[config.mk]
export PLATFORM = sky130hd
export DESIGN_NAME = i2s_seq
export DESIGN_NICKNAME = d
export VERILOG_FILES = /design/src/rtl/i2s_seq.sv
export SDC_FILE = /design/constraint.sdc
export NUM_CORES = 1
export LEC_CHECK = 0
export ABC_AREA = 1
export ABC_CLOCK_PERIOD_IN_PS = 6800
export CAP_MARGIN = 40
export CORE_ASPECT_RATIO = 0.5
export CORE_MARGIN = 2
export CORE_UTILIZATION = 58
export DETAILED_ROUTE_END_ITERATION = 10
export HOLD_SLACK_MARGIN = 0.03
export PLACE_DENSITY = 0.87
export SKIP_CTS_REPAIR_TIMING = 1
export SLEW_MARGIN = 25
export SYNTH_ARGS = -nofsm -noshare
export SYNTH_HDL_FRONTEND = slang
export SYNTH_SLANG_ARGS = --single-unit
[constraint.sdc]
create_clock -name clk -period 6.8 [get_ports clk]
set_input_delay 0.68 -clock clk [delete_from_list [all_inputs] [get_ports clk]]
set_output_delay 0.68 -clock clk [all_outputs]
set_load 0.005 [all_outputs]
[src/rtl/i2s_seq.sv]
// i2s_seq: EVB command-bus master that disables, drains, programs, verifies and
// re-enables the i2s serializer in response to start/stop pulses.
`ifndef EVB_MASK_W
`define EVB_MASK_W 2'b11
`endif
`ifndef EVB_MASK_DUMMY
`define EVB_MASK_DUMMY 2'b00
`endif

module i2s_seq #(
    parameter int POLL_MAX = 1024,
    parameter int POLL_GAP = 15
) (
    input  logic        clk,
    input  logic        rst,
    input  logic        cfg_start,
    input  logic        cfg_stop,
    input  logic [31:0] cfg_bclk_div,
    input  logic [31:0] cfg_lrclk_div,
    output logic        running,
    output logic        seq_busy,
    output logic        done,
    output logic        err,
    output logic [1:0]  err_code,
    output logic        i2s_cmd_request,
    output logic [3:0]  i2s_cmd_addr,
    output logic [1:0]  i2s_cmd_wr_mask,
    output logic [31:0] i2s_cmd_wr_data,
    input  logic        i2s_cmd_finish,
    input  logic [31:0] i2s_cmd_rd_data
);

    typedef enum logic [3:0] {
        S_IDLE,
        S_DIS,
        S_POLL,
        S_WB,
        S_WL,
        S_RB,
        S_RL,
        S_EN,
        S_EDIS,
        S_RUN
    } state_t;

    localparam logic [3:0] A_STATUS = 4'd0;
    localparam logic [3:0] A_BCLK   = 4'd1;
    localparam logic [3:0] A_LRCLK  = 4'd2;

    localparam int PC_W = $clog2(POLL_MAX + 1);
    localparam int GC_W = $clog2(POLL_GAP + 2);
    localparam logic [PC_W-1:0] POLL_LAST  = PC_W'(POLL_MAX - 1);
    localparam logic [GC_W-1:0] GAP_RELOAD = (POLL_GAP > 0) ? GC_W'(POLL_GAP - 1) : '0;

    state_t            state;
    logic [31:0]       bclk_lat;
    logic [31:0]       lrclk_lat;
    logic [PC_W-1:0]   poll_cnt;
    logic [GC_W-1:0]   gap_cnt;
    logic              stopping;
    logic              stop_pend;

    logic              div_ok;
    logic              stop_req;
    logic              busy_bit;
    logic [3:0]        cmd_addr;
    logic              cmd_wr;
    logic [31:0]       cmd_data;

    // lrclk must cover at least 32 bclk half-periods; compare at 37 bits so it cannot wrap
    assign div_ok = (cfg_bclk_div != '0) && (cfg_lrclk_div != '0) &&
                    ({5'b0, cfg_lrclk_div} >= {cfg_bclk_div, 5'b0});

    // A stop only diverts a start sequence; stop paths and the error write-back ignore it
    assign stop_req = !stopping && (state != S_EDIS) && (stop_pend || cfg_stop);
    assign busy_bit = i2s_cmd_rd_data[0];

    always_comb begin
        // NOTE: every always_comb output gets a default first so no latch is inferred.
        cmd_addr = A_STATUS;
        cmd_wr   = 1'b0;
        cmd_data = '0;
        case (state)
            S_DIS, S_EDIS: cmd_wr = 1'b1;
            S_WB: begin
                cmd_addr = A_BCLK;
                cmd_wr   = 1'b1;
                cmd_data = bclk_lat;
            end
            S_WL: begin
                cmd_addr = A_LRCLK;
                cmd_wr   = 1'b1;
                cmd_data = lrclk_lat;
            end
            S_RB: cmd_addr = A_BCLK;
            S_RL: cmd_addr = A_LRCLK;
            S_EN: begin
                cmd_wr   = 1'b1;
                cmd_data = 32'h2;
            end
            default: ;
        endcase
    end

    // NOTE: all state and outputs below use non-blocking assignments so every read sees pre-edge values.
    always_ff @(posedge clk or posedge rst) begin
        if (rst) begin
            state           <= S_IDLE;
            running         <= 1'b0;
            seq_busy        <= 1'b0;
            done            <= 1'b0;
            err             <= 1'b0;
            err_code        <= 2'd0;
            i2s_cmd_request <= 1'b0;
            i2s_cmd_addr    <= '0;
            i2s_cmd_wr_mask <= '0;
            i2s_cmd_wr_data <= '0;
            bclk_lat        <= '0;
            lrclk_lat       <= '0;
            poll_cnt        <= '0;
            gap_cnt         <= '0;
            stopping        <= 1'b0;
            stop_pend       <= 1'b0;
        end else begin
            done <= 1'b0;
            case (state)
                S_IDLE, S_RUN: begin
                    if (cfg_stop) begin
                        if (state == S_RUN) begin
                            state    <= S_DIS;
                            stopping <= 1'b1;
                            seq_busy <= 1'b1;
                        end else begin
                            done <= 1'b1;
                        end
                    end else if (cfg_start) begin
                        bclk_lat  <= cfg_bclk_div;
                        lrclk_lat <= cfg_lrclk_div;
                        stop_pend <= 1'b0;
                        if (div_ok) begin
                            err      <= 1'b0;
                            err_code <= 2'd0;
                            state    <= S_DIS;
                            stopping <= 1'b0;
                            seq_busy <= 1'b1;
                        end else begin
                            err      <= 1'b1;
                            err_code <= 2'd1;
                            done     <= 1'b1;
                        end
                    end
                end

                default: begin
                    if (stop_req && !stop_pend)
                        stop_pend <= 1'b1;

                    if (i2s_cmd_request) begin
                        if (i2s_cmd_finish) begin
                            i2s_cmd_request <= 1'b0;
                            case (state)
                                S_DIS: begin
                                    running  <= 1'b0;
                                    poll_cnt <= '0;
                                    state    <= S_POLL;
                                    if (stop_req) begin
                                        stopping  <= 1'b1;
                                        stop_pend <= 1'b0;
                                    end
                                end
                                S_EDIS: begin
                                    running  <= 1'b0;
                                    done     <= 1'b1;
                                    seq_busy <= 1'b0;
                                    state    <= S_IDLE;
                                end
                                S_POLL: begin
                                    if (stop_req) begin
                                        stopping  <= 1'b1;
                                        stop_pend <= 1'b0;
                                    end
                                    if (!busy_bit) begin
                                        if (stopping || stop_req) begin
                                            done     <= 1'b1;
                                            seq_busy <= 1'b0;
                                            state    <= S_IDLE;
                                        end else begin
                                            state <= S_WB;
                                        end
                                    end else if (poll_cnt == POLL_LAST) begin
                                        err      <= 1'b1;
                                        err_code <= 2'd2;
                                        done     <= 1'b1;
                                        seq_busy <= 1'b0;
                                        state    <= S_IDLE;
                                    end else begin
                                        poll_cnt <= poll_cnt + PC_W'(1);
                                        gap_cnt  <= GAP_RELOAD;
                                    end
                                end
                                S_RB, S_RL: begin
                                    if (i2s_cmd_rd_data != ((state == S_RB) ? bclk_lat : lrclk_lat)) begin
                                        err      <= 1'b1;
                                        err_code <= 2'd3;
                                        state    <= S_EDIS;
                                    end else if (stop_req) begin
                                        state     <= S_POLL;
                                        poll_cnt  <= '0;
                                        stopping  <= 1'b1;
                                        stop_pend <= 1'b0;
                                    end else begin
                                        state <= (state == S_RB) ? S_RL : S_EN;
                                    end
                                end
                                S_EN: begin
                                    running <= 1'b1;
                                    if (stop_req) begin
                                        state     <= S_DIS;
                                        stopping  <= 1'b1;
                                        stop_pend <= 1'b0;
                                    end else begin
                                        done     <= 1'b1;
                                        seq_busy <= 1'b0;
                                        state    <= S_RUN;
                                    end
                                end
                                default: begin
                                    // WB and WL: advance, or fall back to draining on a pending stop
                                    if (stop_req) begin
                                        state     <= S_POLL;
                                        poll_cnt  <= '0;
                                        stopping  <= 1'b1;
                                        stop_pend <= 1'b0;
                                    end else begin
                                        state <= (state == S_WB) ? S_WL : S_RB;
                                    end
                                end
                            endcase
                        end
                    end else if (stop_req) begin
                        stopping  <= 1'b1;
                        stop_pend <= 1'b0;
                        if (state != S_DIS && state != S_POLL) begin
                            state    <= S_POLL;
                            poll_cnt <= '0;
                        end
                    end else if (gap_cnt != '0) begin
                        gap_cnt <= gap_cnt - GC_W'(1);
                    end else if (!i2s_cmd_finish) begin
                        i2s_cmd_request <= 1'b1;
                        i2s_cmd_addr    <= cmd_addr;
                        i2s_cmd_wr_mask <= cmd_wr ? `EVB_MASK_W : `EVB_MASK_DUMMY;
                        i2s_cmd_wr_data <= cmd_data;
                    end
                end
            endcase
        end
    end

endmodule

Word-level counts from Yosys, hierarchy flattened
Cells that the tools add are included.
W data, S select, Z words.

operators by class
  $add $sub $neg = 2
  $lt $le $gt $ge = 1
  equal/unequal tests = 38
  mux-type cells = 106
  bitwise gates (word level) = 6
  reduce and logical (&&, ||, !) cells = 41

operators by type and width
  operator                 count
  $pmux W32 S3             1
  $mux W11                 8
  $reduce_bool A32 Y1      2
  $mux W1                  54
  $mux W4                  13
  $pmux W11 S4             1
  $ge A32 B37 Y1           1
  $mux W5                  7
  $ne A3 B3 Y1 const B     11
  $mux W32                 1
  $ne A32 B32 Y1           1
  $mux W2                  10
  $pmux W4 S5              1
  $eq A4 B3 Y1 const B     4
  $ne A4 B4 Y1 const B     4
  $reduce_and A8 Y1        2
  $reduce_and A7 Y1        2
  $reduce_bool A2 Y1       6
  $reduce_or A2 Y1         6
  $add A11 B1 Y11 const B  1
  $eq A11 B10 Y1 const B   1
  $ne A2 B2 Y1 const B     5
  $reduce_and A9 Y1        1
  $reduce_bool A3 Y1       3
  other kinds (26)         48

word-level totals
  register bits after elaboration = 131
  input bits = 101
  output and inout bits = 45

Longest topological paths before layout
Gate-level depths: netlist of run 1.

  word-level depth = 11
  mapped depth = 20
  depth with buffers taken out = 19

Worst setup path before layout of run 1
No wires, ideal clock.

  kind = input to register
  start = in cfg_bclk_div[26]
  end = reg state[1]
  library setup time = 118 ps
  arrival = 2204 ps
  slack = 4478 ps
  stages on the path = 17
  buffers on the path = 0
  path through = inv_1 -> ha_1 -> inv_1 -> nor3_1 -> nand2_1 -> nor2_1 -> nand2_1 -> nand3_1 -> nand2_1 -> nand2_1 -> nand2_1 -> nand2_1 -> nand2_1 -> nor2_1 -> inv_1 -> nand2_1 -> nand2_1

on the way
  word-level cells in the longest chain between the ends = 5
  elaborated cells on any way between the ends = 6
  those cells by class = order compare: 1; eq/ne: 1; reduce/logical: 4

RTL lines
  element                                                 line  text
  start: declaration                                      18    input logic [31:0] cfg_bclk_div,
  branches (longest 2 deep; another with $ge A32 B37 Y1)  n/a
  $logic_and A1 B1 Y1 (*)                                 71    assign div_ok = (cfg_bclk_div != '0) && (cfg_lrclk_div != '0) &&
  $ne A3 B3 Y1 (no line) (*)                              n/a
  $reduce_and A7 Y1 (no line) (*)                         n/a
  end signal: assignment                                  212   state <= (state == S_RB) ? S_RL : S_EN;
  end signal: assignment                                  235   state <= (state == S_WB) ? S_WL : S_RB;
  end: declaration                                        55    state_t state;

Mark *: on every way between the ends.
A chain may end at the register's enable or synchronous reset.

Final worst setup path of run 1
  start = reg state[2]
  end = reg err

on the way
  word-level cells in the longest chain between the ends = 6
  elaborated cells on any way between the ends = 22
  those cells by class = eq/ne: 10; mux: 5; reduce/logical: 7

RTL lines
  element                                           line  text
  branches (longest 6 deep; another with $mux W32)  n/a
  end signal: assignment                            141   err <= 1'b0;
  end signal: assignment                            147   err <= 1'b1;
  end signal: assignment                            191   err <= 1'b1;
  end: declaration                                  23    output logic err,

Several ways; the timed one is not identified. The select of a mux whose other input is x is not followed.

==> flow_summary_export.csv, run 1 <==
group,metric,value,unit
routing,drc,0,
final_layout,drive_above_1_share,5.58,%
routing,drt_iter0_drc,1078,
global_route,overflow,0,
cts,cts_tree,"built",
routing,avgViaCountPerCell,5.70,
floorplanning,start_util,59.5,%
global_route,grtUsageTotal,34.5,%
final_layout,stdcell_area,10300,sq um
timing,period_needed,3.58,ns
cts,cts.sinks,128,
setup_path,worst-path-max-fanout,25,
cts,clk_latency,0.42,ns
synth,postSynth.asyncResetShare,100,%
cts,cts.clk_slew.worst_paths,0.06,ns
synth,syn_inst,1167,
outcome,outcome,"completed",
setup_path,critical_path_class,"flop to flop",
final_layout,n_antenna_cell,0,
min_path,worstHoldPathType,"flop to flop",
routing,dr.pass1.iters,6,
routing,post_drt_wl_per_cell,16.8,um
setup_path,worstPathCellList,"inv_2 -> nor2_4 -> nand2_1 -> buf_4 -> nand2_1 -> nand2_1 -> nand2_1 -> nand2_1 -> inv_1 -> nand2_1 -> nor2_1 -> nand2_1 -> nor2_2 -> nand2_1 -> nand2_2 -> nand3_2 -> nand2_1 -> nand2_1 -> nand2_1",
pwr,vdd_drop_max,0.181,mV
global_route,use_met2,55.1,%
placed_design,post-dp-hpwl,18400,um
global_route,grt_pass1_vias,8152,
synth,synth_area,8090,sq um
cts,cts_max_level,4,
synth,synth_flop_cell,"dfrtp_1",
floorplanning,io_pins,146,
global_route,met3_usage,8.13,%
cts,cts-root-buf,"clkbuf_16",
global_route,grt_max_degree,83,
synth,avgSynthCellArea,6.93,sq um
timing,rsz0062_at_grt,"false",
timing,hold_viol,0,
floorplanning,dieArea,15000,sq um
global_route,antenna_found_initial,0,
synth,yosysWarningCount,0,
setup_path,cp-end-kind,"flop",
final_layout,nNetsFinal,1427,
timing,fin_hold_ws,0.482,ns
setup_path,cpPeakStageDelay,0.64,ns
pwr,total_power,3690,uW
synth,synth_edf_count,0,
synth,synth_cell_types,43,
timing,finalSetupViolCount,0,
placed_design,routabilityCongestion,0.963,
pwr,p_per_area,359,nW/um^2
floorplanning,rows,30,
min_path,hold_depth,2,
cts,clk_path_buf_depth,2,
floorplanning,die_x,171,um
setup_path,rr_worst_depth,19,
final_layout,utilization,75.7,%
setup_path,cp-start-kind,"flop",
setup_path,regToRegEndpoint,"err$_DFFE_PP0P_",
timing,tightest_slew,0.837,ns
routing,ant_nets,0,
timing,setup_tns,0,ns
global_route,grt_util_met1,46.2,%
min_path,min_to,"i2s_cmd_wr_data[2]$_DFFE_PP0P_",
setup_path,r2r_start,"state[2]$_DFFE_PP0P_",
final_layout,n_fill_cell,996,
pwr,p_leak,0.00518,uW
cts,cts_made_buffers,17,
routing,routed_wl,25200,um
setup_path,crit_required,7.14,ns
setup_path,reg2reg_slack,3.22,ns
timing,relSlewSlack,44.0,%
setup_path,critPathSlowestCell,"nand2_1",
timing,fin_skew,0.0119,ns
timing,maxSlewViolCount,0,
flow_run,cap_violations,0,
routing,vias,8543,
setup_path,cp.arrival,3.92,ns
final_layout,syn_to_final_growth,27.2,%
global_route,gr-max-usage-layer,"met2",
timing,finalCritPeriodShare,52.6,%
min_path,hp-start,"i2s_cmd_wr_data[2]$_DFFE_PP0P_",
floorplanning,fp.dieH,87.5,um
placed_design,dpl_cell_area,9650,sq um
placed_design,port_buffers,143,
setup_path,crit_top_cell,"nand2_1",
floorplanning,coreArea,13600,sq um
synth,synth_seq_area_share,39.6,%
timing,max_freq,280,MHz
global_route,grt_pass1_wl,39900,um
synth,ys_ff_latch,128,
## synth_stat cells, types with 3 or more instances
| master | number | area [sq um] |
|---|---|---|
| o21ai_1 | 5 | 25.0 |
| o21ai_0 | 57 | 285 |
| buf_2 | 4 | 20.0 |
| buf_1 | 6 | 22.5 |
| buf_4 | 5 | 37.5 |
| nand3b_1 | 10 | 75.1 |
| buf_6 | 3 | 33.8 |
| nand4_1 | 13 | 81.3 |
| nand3_1 | 85 | 425 |
| nand2_1 | 391 | 1470 |
| inv_2 | 4 | 15.0 |
| nor2_1 | 90 | 338 |
| nor2_4 | 3 | 33.8 |
| xor2_1 | 5 | 43.8 |
| dfrtp_1 | 128 | 3200 |
| nor4_1 | 12 | 75.1 |
| nand2_2 | 6 | 37.5 |
| a21oi_1 | 40 | 200 |
| mux2_2 | 7 | 78.8 |
| inv_1 | 159 | 597 |
| a31oi_1 | 13 | 81.3 |
| nor3_1 | 18 | 90.1 |
| ha_1 | 30 | 375 |
| o22ai_1 | 23 | 144 |
| clkbuf_1 | 26 | 97.6 |
## power breakdown
| group | internal, uW | switching, uW |
|---|---|---|
| Sequential | 1050 | 233 |
| Clock | 571 | 344 |
| Combinational | 599 | 896 |
| Total | 2220 | 1470 |
## worst max path at each step
stage	depth (start not counted)	slack, ns	to	start
2_1_floorplan	1	2.71	bclk_lat[0]$_DFFE_PP0P_	rst
3_3_place_gp	10	3.43	i2s_cmd_wr_data[12]$_DFFE_PP0P_	state[1]$_DFFE_PP0P_
3_5_place_dp	10	3.24	i2s_cmd_wr_data[17]$_DFFE_PP0P_	state[1]$_DFFE_PP0P_
4_1_cts	10	3.12	i2s_cmd_wr_data[8]$_DFFE_PP0P_	state[1]$_DFFE_PP0P_
5_1_grt	19	2.99	err$_DFFE_PP0P_	state[2]$_DFFE_PP0P_
6_report	19	3.22	err$_DFFE_PP0P_	state[2]$_DFFE_PP0P_
## through the flow
stage | std cells | worst slack [ns]
floorplan | 1168 | 2.71
global placement | 1463 | 3.43
detailed placement | 1466 | 3.24
CTS | 1497 | 3.12
global route | 1500 | 2.99
finish | 1500 | 3.22
## metal layers
| layer | wire length (um) | share of wire (%) | vias up |
|---|---|---|---|
| met5 | 0 | 0 | - |
| met4 | 641 | 2.5 | 0 |
| met2 | 11300 | 45 | 572 |
| met1 | 10400 | 41 | 3911 |
| met3 | 2840 | 11 | 73 |
| li1 | - | - | 3987 |
## cell type report
class	instances	area, sq um	share of cell area (%)
timing repair buffer	154	1590	15.5
multi-input combinational	830	4050	39.3
clock inverter	12	144	1.40
inverter	165	627	6.09
tap	192	240	2.34
sequential	128	3200	31.1
clock buffer	19	433	4.21
## critical path: cells and delay by family, from the launching register on
kind / cells / cell delay [ns]
flops: 1 / 0.42
simple gates: 16 / 2.51
buf+inv: 3 / 0.57
## state kept, by name (all words and copies together) (netlist names), 2 cells and up
name,count
bclk_lat,32
i2s_cmd_wr_data,32
lrclk_lat,32
poll_cnt,11
gap_cnt,5
state,4
err_code,2
i2s_cmd_addr,2
## cell families after synthesis
logic type               Yosys count  synth area share (%)
AO/OA/AOI/OAI                    149                  10.2
XOR/XNOR                           5                 0.541
adder cells (fa/ha/maj)           30                  4.64
buffers and inverters            210                  10.5
flip-flops                       128                  39.6
multiplexers                       7                 0.975
other                              1                0.0464
AND/OR/NAND/NOR                  637                  33.4
## placed cells by master (no fill, tap or decap), types with 3 or more instances in the layout
cell type,count
nand2_2,6
buf_4,6
inv_1,158
nand2_1,390
clkdlybuf4s50_1,143
inv_2,4
a21oi_1,40
a31oi_1,13
xor2_1,5
mux2_2,7
o21ai_1,5
nand4_1,13
dfrtp_1,128
nand3_1,85
nor3_1,18
buf_16,3
bufinv_16,3
nand3b_1,10
nor2_4,3
o21ai_0,57
ha_1,30
nor2_1,90
clkinv_2,6
clkbuf_16,17
o22ai_1,23
nor4_1,12
Note: power is estimated with default switching activity, not from simulation.
==> run 2, diff against run 1 <==
--- a/config.mk
+++ b/config.mk
@@ -6,14 +6,14 @@
 export NUM_CORES = 1
 export LEC_CHECK = 0
 export ABC_AREA = 1
-export ABC_CLOCK_PERIOD_IN_PS = 6800
+export ABC_CLOCK_PERIOD_IN_PS = 3000
 export CAP_MARGIN = 40
 export CORE_ASPECT_RATIO = 0.5
 export CORE_MARGIN = 2
-export CORE_UTILIZATION = 58
+export CORE_UTILIZATION = 48
 export DETAILED_ROUTE_END_ITERATION = 10
 export HOLD_SLACK_MARGIN = 0.03
-export PLACE_DENSITY = 0.87
+export PLACE_DENSITY = 0.77
 export SKIP_CTS_REPAIR_TIMING = 1
 export SLEW_MARGIN = 25
 export SYNTH_ARGS = -nofsm -noshare
==> constraint.sdc (replaced) <==
create_clock -name clk -period 3 [get_ports clk]
set_input_delay 0.3 -clock clk [delete_from_list [all_inputs] [get_ports clk]]
set_output_delay 0.3 -clock clk [all_outputs]
set_load 0.005 [all_outputs]
==> run 2 against run 1 <==
Compared with the run above:
- clock-buffer cell count rose by 1
- hold slack worse by 0.11 ns
- first-iteration DRC count decreased by 31%
- sequential share of layout area decreased by 0.36 points
- wire length is 0.54% lower
- cell count rose by 3.3%
- power up 130%
- die area up 20%
- critical path type unchanged
==> flow_summary_export.csv, run 2 (synthesis results as in run 1) <==
group,metric,value,unit
routing,drt_iter0_drc,740,
routing,vias,8342,
pwr,p_sw_share,39.7,%
global_route,grtUsageTotal,29.1,%
timing,maxSlewViolCount,0,
setup_path,cp-end-kind,"flop",
cts,clk_path_buf_depth,2,
timing,rsz0062_at_grt,"false",
routing,drc,0,
pwr,power_frac_clock,25.0,%
cts,cts.sinks,128,
setup_path,worst-path-max-fanout,25,
min_path,worstHoldPathType,"input pin to async pin",
floorplanning,start_util,49.2,%
flow_run,cap_violations,0,
timing,max_freq,370,MHz
pwr,internal_power,5080,uW
final_layout,top_regs,"bclk_lat (32), i2s_cmd_wr_data (32), lrclk_lat (32)",
cts,cts_tree,"built",
timing,finalCritPeriodShare,90.0,%
placed_design,post-dp-hpwl,18700,um
global_route,grt_max_degree,99,
pwr,power.share.sequential,34.2,%
timing,setup_tns,0,ns
setup_path,crit_required,3.31,ns
pwr,vdd_drop_max,0.469,mV
cts,cts.clk_slew.worst_paths,0.06,ns
floorplanning,io_pins,146,
timing,finalSetupViolCount,0,
floorplanning,die_x,188,um
final_layout,nNetsFinal,1440,
routing,avgViaCountPerCell,5.39,
floorplanning,fp.dieH,95.8,um
routing,post_drt_wl_per_cell,16.2,um
timing,fin_skew,0.0105,ns
setup_path,cp-start-kind,"flop",
global_route,grt_pass1_wl,40600,um
final_layout,n_antenna_cell,0,
setup_path,rr_worst_depth,19,
cts,clk_latency,0.42,ns
global_route,grt_pass1_vias,8012,
global_route,antenna_found_initial,0,
setup_path,reg2reg_slack,0.30,ns
timing,hold_viol,0,
final_layout,syn_to_final_growth,28.7,%
setup_path,critical_path_class,"flop to flop",
routing,routed_wl,25100,um
placed_design,routabilityCongestion,0.951,
final_layout,utilization,63.3,%
setup_path,r2r_start,"state[1]$_DFFE_PP0P_",
setup_path,crit_top_cell,"nand2_1",
timing,tightest_slew,0.663,ns
setup_path,worstPathCellList,"inv_2 -> nand2_1 -> nor2_4 -> buf_4 -> nand2_1 -> nand2_1 -> nand2_1 -> nand2_1 -> nand2_1 -> nor2_1 -> nand2_1 -> nor2_2 -> nand2_1 -> nand2_2 -> nand2_1 -> nand2_1 -> nand2_1 -> nand2_1 -> nand2_1",
setup_path,cpPeakStageDelay,0.48,ns
pwr,p_per_area,809,nW/um^2
floorplanning,rows,33,
timing,relSlewSlack,55.7,%
cts,cts-root-buf,"clkbuf_16",
routing,dr.pass1.iters,5,
pwr,comb_power_share,40.8,%
floorplanning,coreArea,16400,sq um
floorplanning,dieArea,18000,sq um
pwr,total_power,8420,uW
cts,cts_max_level,4,
pwr,p_sw,3340,uW
final_layout,final_common_cell,"nand2_1",
final_layout,n_fill_cell,1486,
outcome,outcome,"completed",
final_layout,drive_above_1_share,6.73,%
setup_path,regToRegEndpoint,"stopping$_DFFE_PP0P_",
final_layout,final_cell_mix,"nand2_1, inv_1, clkdlybuf4s50_1, dfrtp_1, nor2_1",
cts,cts_made_buffers,17,
placed_design,port_buffers,143,
setup_path,crit_family,"simple AND/OR/NAND/NOR gates",
routing,ant_nets,0,
pwr,p_leak,0.00523,uW
timing,period_needed,2.70,ns
global_route,overflow,0,
setup_path,critPathSlowestCell,"dfrtp_1",
setup_path,worst-path-buf-inv,2,
setup_path,cp.arrival,3.01,ns
==> run 2: cell types whose count changed in the layout (fill, tap and decap cells not counted) <==
cell	delta
buf_12	+2
buf_16	-3
buf_4	+15
buf_8	-1
bufinv_16	-1
clkbuf_1	-2
clkbuf_8	+3
clkinv_2	-2
clkinv_4	+2
inv_4	-1
inv_6	+2
==> run 2: worst max-delay path by stage <==
stage | start | endpoint | slack (ns) | depth (start not counted)
after floorplan | state[1]$_DFFE_PP0P_ | poll_cnt[3]$_DFFE_PP0P_ | 0.95 | 19
after global placement | cfg_bclk_div[11] | state[1]$_DFFE_PP0P_ | 0.23 | 16
after detailed placement | cfg_bclk_div[17] | state[1]$_DFFE_PP0P_ | 0.14 | 18
after CTS | state[1]$_DFFE_PP0P_ | poll_cnt[6]$_DFFE_PP0P_ | 0.39 | 18
after global routing | state[1]$_DFFE_PP0P_ | stopping$_DFFE_PP0P_ | 0.07 | 19
final | state[1]$_DFFE_PP0P_ | stopping$_DFFE_PP0P_ | 0.30 | 19
==> run 2: metrics by stage <==
stage,hold slack [ns],area [sq um],worst slack (ns),cells
after floorplan,0.445,8100,0.945,1168
after global placement,0.465,9810,0.235,1517
after detailed placement,0.465,9810,0.139,1517
after CTS,0.390,10400,0.388,1549
after global routing,0.419,10400,0.0696,1549
final,0.369,10400,0.300,1549
==> run 2: layout make-up <==
| cell class | count | area (sq um) | share of cell area (%) |
|---|---|---|---|
| clock buffer | 20 | 467 | 4.48 |
| clock inverter | 12 | 131 | 1.26 |
| inverter | 165 | 628 | 6.04 |
| multi-input combinational | 830 | 4050 | 38.9 |
| sequential | 128 | 3200 | 30.8 |
| tap | 227 | 284 | 2.73 |
| timing repair buffer | 167 | 1650 | 15.8 |
==> run 2: worst min-delay path, delay by kind of cell <==
kind	cells	cell delay [ns]
buf+inv	3	0.90
==> run 2: power by group through the flow <==
| stage | clock [uW] | combinational (uW) | sequential [uW] |
|---|---|---|---|
| final | 2110 | 3430 | 2880 |
| after global routing | 2200 | 3880 | 2950 |
| after CTS | 2120 | 3410 | 2860 |
| after detailed placement | 0 | 3380 | 2880 |
| after global placement | 0 | 3290 | 2860 |
| after floorplan | 0 | 2230 | 2720 |
==> run 2: routing by layer <==
| layer | vias to the layer above | track usage [%] | share of wire, % |
|---|---|---|---|
| li1 | 4015 | - | - |
| met2 | 376 | 45.5 | 44 |
| met4 | 0 | 8.92 | 1.8 |
| met3 | 48 | 5.29 | 8.4 |
| met1 | 3903 | 41.5 | 46 |
| met5 | - | 0 | 0 |
